`src/rtl/seg_scan_ctrl.sv`:
```
// seg_scan_ctrl: time-multiplexed scanner for the 6-digit timer display.
// It steps one shared seven-segment converter across all digit positions.
// Digits published with `load` are held in staging and are copied into the
// displayed (shadow) copy only at a frame boundary, so a frame never shows a
// mix of old and new values.
//
// Optional feature macro: SEG_SCAN_BLANK_EN. When it is defined, the digit
// enable is blanked for the first BLANK_CYCLES cycles of every slot
// (anti-ghosting). When it is undefined, the enable is one-hot for the whole
// slot and BLANK_CYCLES has no effect.
//
// state    | meaning
// ---------+--------------------------------------------------------------
// ST_RESET | first cycle after a synchronous reset; counters are at zero
// ST_SCAN  | normal stepping; the digit enable is driven
// ST_BLANK | start of a slot while blanking is compiled in; enable is forced off
module seg_scan_ctrl #(
  parameter int NUM_DIGITS   = 6,
  parameter int SCAN_DIV     = 50000,
  parameter int BLANK_CYCLES = 500
) (
  input  logic                    clk,
  input  logic                    rst,
  input  logic [4*NUM_DIGITS-1:0] digits_in,
  input  logic [NUM_DIGITS-1:0]   dec_mask,
  input  logic                    load,
  output logic [3:0]              dig_sel,
  output logic                    dec_on,
  input  logic [7:0]              seven_seg_in,
  output logic [7:0]              seg_out,
  output logic [NUM_DIGITS-1:0]   an_out,
  output logic                    frame_done
);

  localparam int DW = $clog2(SCAN_DIV);
  localparam int SW = $clog2(NUM_DIGITS);
  localparam logic [DW-1:0] DIV_LAST  = DW'(SCAN_DIV - 1);
  localparam logic [SW-1:0] SLOT_LAST = SW'(NUM_DIGITS - 1);
  localparam logic [DW-1:0] BLANK_W   = DW'(BLANK_CYCLES);

`ifdef SEG_SCAN_BLANK_EN
  localparam bit BLANK_ON = 1'b1;
`else
  localparam bit BLANK_ON = 1'b0;
`endif

  typedef enum logic [1:0] {
    ST_RESET,
    ST_SCAN,
    ST_BLANK
  } state_t;

  state_t state_q, state_nxt;

  logic [DW-1:0]           div_cnt, div_nxt;
  logic [SW-1:0]           slot, slot_nxt;
  logic [4*NUM_DIGITS-1:0] stage_dig, shadow_dig, shadow_dig_nxt;
  logic [NUM_DIGITS-1:0]   stage_dp, shadow_dp, shadow_dp_nxt;
  logic                    load_pend;
  logic                    div_wrap, boundary, blank_now;

  // Slot timing, the frame boundary, and the shadow value that will be
  // visible after this edge (the boundary copy and the boundary bypass land
  // here, so the new slot 0 already sees them).
  always_comb begin
    div_wrap       = (div_cnt == DIV_LAST);
    boundary       = div_wrap && (slot == SLOT_LAST);
    div_nxt        = div_wrap ? '0 : div_cnt + 1'b1;
    slot_nxt       = slot;
    shadow_dig_nxt = shadow_dig;
    shadow_dp_nxt  = shadow_dp;
    if (div_wrap) begin
      slot_nxt = (slot == SLOT_LAST) ? '0 : slot + 1'b1;
    end
    if (boundary) begin
      if (load) begin
        shadow_dig_nxt = digits_in;
        shadow_dp_nxt  = dec_mask;
      end else if (load_pend) begin
        shadow_dig_nxt = stage_dig;
        shadow_dp_nxt  = stage_dp;
      end
    end
  end

  assign frame_done = boundary;

  // FSM state register.
  always_ff @(posedge clk) begin
    if (rst) state_q <= ST_RESET;
    else     state_q <= state_nxt;
  end

  // FSM next state and blanking decision. ST_BLANK tracks "registered
  // div_cnt is inside the blank window". ST_RESET decides from div_cnt directly.
  always_comb begin
    state_nxt = ST_SCAN;
    blank_now = 1'b0;
    case (state_q)
      ST_RESET: blank_now = BLANK_ON && (div_cnt < BLANK_W);
      ST_BLANK: blank_now = 1'b1;
      default:  blank_now = 1'b0;
    endcase
    if (BLANK_ON && (div_nxt < BLANK_W)) state_nxt = ST_BLANK;
  end

  // Counters, staging/shadow copies and the registered pad/converter outputs.
  always_ff @(posedge clk) begin
    if (rst) begin
      div_cnt    <= '0;
      slot       <= '0;
      stage_dig  <= '0;
      stage_dp   <= '0;
      shadow_dig <= '0;
      shadow_dp  <= '0;
      load_pend  <= 1'b0;
      dig_sel    <= '0;
      dec_on     <= 1'b0;
      seg_out    <= '0;
      an_out     <= '0;
    end else begin
      div_cnt    <= div_nxt;
      slot       <= slot_nxt;
      shadow_dig <= shadow_dig_nxt;
      shadow_dp  <= shadow_dp_nxt;
      if (boundary) begin
        load_pend <= 1'b0;
      end else if (load) begin
        stage_dig <= digits_in;
        stage_dp  <= dec_mask;
        load_pend <= 1'b1;
      end
      dig_sel <= shadow_dig_nxt[4*slot_nxt +: 4];
      dec_on  <= shadow_dp_nxt[slot_nxt];
      seg_out <= seven_seg_in;
      an_out  <= blank_now ? '0 : (NUM_DIGITS'(1) << slot);
    end
  end

endmodule

```
`config.mk`:
```
export PLATFORM = sky130hd
export DESIGN_NAME = seg_scan_ctrl
export DESIGN_NICKNAME = d
export VERILOG_FILES = /design/src/rtl/seg_scan_ctrl.sv
export SDC_FILE = /design/constraint.sdc
export NUM_CORES = 1
export LEC_CHECK = 0
export ABC_AREA = 1
export CAP_MARGIN = 25
export CELL_PAD_IN_SITES_DETAIL_PLACEMENT = 1
export CELL_PAD_IN_SITES_GLOBAL_PLACEMENT = 1
export CORE_AREA = 4 4 124 126
export CTS_BUF_LIST = sky130_fd_sc_hd__clkbuf_8
export DETAILED_ROUTE_END_ITERATION = 8
export DIE_AREA = 0 0 128 130
export GPL_TIMING_DRIVEN = 0
export PLACE_DENSITY = 0.8
export SETUP_SLACK_MARGIN = 0.4
export SLEW_MARGIN = 20
export SYNTH_ARGS = -nofsm -noshare
export SYNTH_HDL_FRONTEND = slang
export SYNTH_SLANG_ARGS = --single-unit
```
`constraint.sdc`:
```
create_clock -name clk -period 2.3 [get_ports clk]
set_clock_uncertainty 0.05 [all_clocks]
set_input_delay 0.345 -clock clk [delete_from_list [all_inputs] [get_ports clk]]
set_output_delay 0.345 -clock clk [all_outputs]
set_load 0.05 [all_outputs]
```
==> results.yml <==
yosys:
  synth_fa_ha_area_share_pct: 0.268
  synth_seq_area_share_pct: 42.4
  synthFlopType: "dfxtp_1"
  yosys_warnings: 0
  synth-compound-area-share_pct: 9.75
  synthSimpleGateAreaFrac_pct: 36.8
  synth_edf_count: 0
  yosys_register_bits: 99
  synth_area_um2: 4670
  yosys-mux-area-fraction_pct: 0
  syn_inst: 695
  synth_top_family_by_area: "simple AND/OR/NAND/NOR gates"
  synth_xor_area_share_pct: 0.750
  synth_top_area_share_pct: 42.4
  synth_area_per_cell_um2: 6.72
  async_reset_ff_share_pct: 0
  synth.distinct_cells: 31
  synth_area_leaders: "dfxtp_1 (42%), nor2_1 (11%), nand2_1 (10%), nand3_1 (7.9%), inv_1 (6.1%)"
  yosysTopAreaCell: "dfxtp_1"
  synth_fp_nets: 737
clock_network:
  cts_num_sinks: 99
  cts_htree_levels: 3
  clock_latency_ps: 390
  cts_buffers: 9
  cts.path.max_buffers: 2
  clock-root-buffer: "clkbuf_8"
  postCtsHoldBufs: 0
  cts_tree: "yes"
  cts.clk_slew.worst_paths_ps: 110
critical_path:
  endpoint_kind: "primary output"
  critPathMaxFanout: 3
  reg2reg_slack_ps: 420
  r2r_cells: 12
  arrival_ps: 1530
  worst-setup-path-type: "register to primary output"
  timing.rr.start: "div_cnt[1]"
  cp_slowest_cell: "dfxtp_2"
  crit_path_cell_trace: "ha_4 -> nand3_4 -> nor2_4 -> nand3_4 -> buf_8 -> inv_4 -> buf_8"
  timing.rr.end: "dig_sel[1]"
  required_ps: 1900
  startpoint_type: "register"
  critical-path-max-stage-delay_ps: 370
final_layout:
  seq_area_um2: 2000
  drive_gt1_share_pct: 13.9
  syn_to_final_growth_pct: 26.6
  fillers: 1875
  antenna_cells: 0
  multi_input_area_um2: 2340
  fin_cells: 963
  final_util_pct: 41.3
  layout.nets: 816
die:
  fp.dieW_um: 128
  die_area_um2: 16600
  ioPinCount: 61
  placementRows: 44
  initial_core_util_pct: 32.6
  die_h_um: 130
  core_um2: 14300
grt:
  grt_pass1_vias: 5016
  grt_pass1_wl_um: 24000
  grt_overflow: 0
  grtUsageTotal_pct: 18.0
  grt_max_degree: 18
  antenna_found_initial: 0
routing:
  drc: 0
  first_pass_iters: 4
  via_per_inst: 4.95
  vias: 4764
  ant_nets: 0
  wl_um: 14500
  post_drt_wl_per_cell_um: 15.1
  initialDrtViolationCount: 278
pwr:
  ir_drop_uv: 416
  p_leak_nw: 2.47
  power.density_nw_per_um2: 561
hold_path:
  min_path_cells: 2
  min_path_type: "primary input to register"
  whs_endpoint: "stage_dp[5]"
  hp-start: "rst"
placement:
  placed_cells: 938
  dp_hpwl_um: 10400
  portBuffers: 59
  pre_cts_ws_ps: -250
  place_congestion: 0.814
timing:
  report.final.hold_viol_count: 0
  fmax_ghz: 0.520
  drv_slew: 0
  slew_headroom_pct: 62.0
  finalSetupViolations: 0
  tns_ps: 0
  fin_crit_sh_pct: 83.7
  rsz0062_at_grt: "yes"
  worstMarginPinSlew_ps: 570
  final.min_clock_period_ps: 1920
  setup_ws_ps: 375
run_status:
  status: "finished clean"
run:
  cap_violations: 0
per-layer routing:
layer	GRT usage, %	wire (µm)	vias up
li1	-	-	2387
met1	22.6	6670	2267
met2	31.1	6950	94
met3	4.30	675	16
met4	4.81	211	0
met5	0	0	-
worst max-delay path, delay by kind of cell (launching register included):
kind          cells  cell delay [ps]
flops             1              370
fa+ha+maj         1              150
simple gates      3              320
buf+inv           3              310
worst max path at each step:
stage,startpoint,end,cells after the start
global placement,load,dig_sel[0],11
CTS,div_cnt[0],frame_done,7
global route,div_cnt[1],frame_done,7
finish,div_cnt[1],frame_done,7
detailed placement,load,dig_sel[0],11
floorplan,div_cnt[0],frame_done,6
cells by family (layout without fill, tap and decap cells):
| group | after synthesis | in the layout |
|---|---|---|
| AND/OR/NAND/NOR | 393 | 393 |
| buffers and inverters | 113 | 197 |
| flip-flops | 99 | 99 |
| AO/OA/AOI/OAI | 85 | 85 |
| XOR/XNOR | 4 | 4 |
| adder cells (fa/ha/maj) | 1 | 1 |
cell usage in the layout, fill, tap and decap left out, types with 2 or more instances in the layout:
cell type | Yosys | layout
buf_6 | 3 | 4
clkinvlp_4 | 0 | 2
nand3_4 | 1 | 3
nand3_2 | 2 | 4
clkinv_4 | 0 | 2
nor4_1 | 2 | 2
clkdlybuf4s50_1 | 0 | 38
or2_2 | 2 | 2
a21oi_2 | 0 | 3
o21ai_0 | 42 | 42
nor2_1 | 143 | 139
nand4_1 | 11 | 11
a221oi_1 | 5 | 5
o22ai_1 | 5 | 5
dlygate4sd2_1 | 0 | 20
dfxtp_2 | 0 | 12
nand2_1 | 128 | 122
buf_2 | 10 | 4
nor3_1 | 12 | 11
nor3b_1 | 4 | 4
clkbuf_1 | 18 | 8
clkbuf_4 | 0 | 2
o21ai_1 | 2 | 2
inv_1 | 76 | 73
nor2_2 | 5 | 5
nor2_4 | 3 | 7
nand3_1 | 74 | 70
dfxtp_1 | 99 | 87
buf_8 | 0 | 2
a21oi_1 | 29 | 26
nand2_2 | 5 | 11
xor2_1 | 4 | 3
clkinv_2 | 1 | 2
buf_4 | 2 | 13
inv_2 | 3 | 5
clkbuf_8 | 0 | 9
clkbuf_2 | 0 | 9
cell usage after synthesis, types with 5 or more instances:
cell	number
nor3_1	12
nand2_2	5
nor2_2	5
clkbuf_1	18
nand3_1	74
a21oi_1	29
o21ai_0	42
o22ai_1	5
nand4_1	11
a221oi_1	5
nor2_1	143
buf_2	10
dfxtp_1	99
inv_1	76
nand2_1	128
registers in the layout (all words and copies together) (netlist names):
register and cells:
shadow_dig 24, stage_dig 24, div_cnt 16, seg_out 8
an_out 6, shadow_dp 6, stage_dp 6, dig_sel 4
slot 3, dec_on 1, load_pend 1
report_power, final:
part | internal, mW | total [mW] | switching, mW
Sequential | 1.76 | 1.79 | 0.0235
Clock | 0.508 | 1.17 | 0.664
Combinational | 0.139 | 0.355 | 0.215
timing repair:
item,CTS,global route
pin swaps,7,3
endpoints found under the hold margin,0,0
resized for setup,65,30
setup buffers,7,2
endpoints found under the setup margin,45,33
final cells by class:
class	count	area share, %
buffer	33	3.45
clock buffer	9	2.10
clock inverter	7	1.29
inverter	80	5.15
multi-input combinational	483	39.5
sequential	99	33.8
tap	184	3.90
timing repair buffer	68	10.8
metrics by stage:
| stage | area [µm²] | total power, mW | hold WS [ps] |
|---|---|---|---|
| 2_1_floorplan | 4670 | 2.01 | 368 |
| 3_3_place_gp | 5490 | 2.17 | 383 |
| 3_5_place_dp | 5490 | 2.17 | 395 |
| 5_1_grt | 5910 | 3.46 | 397 |
| 4_1_cts | 5830 | 3.35 | 373 |
| 6_report | 5910 | 3.31 | 371 |
No activity file was read; power rests on OpenSTA's default activity.
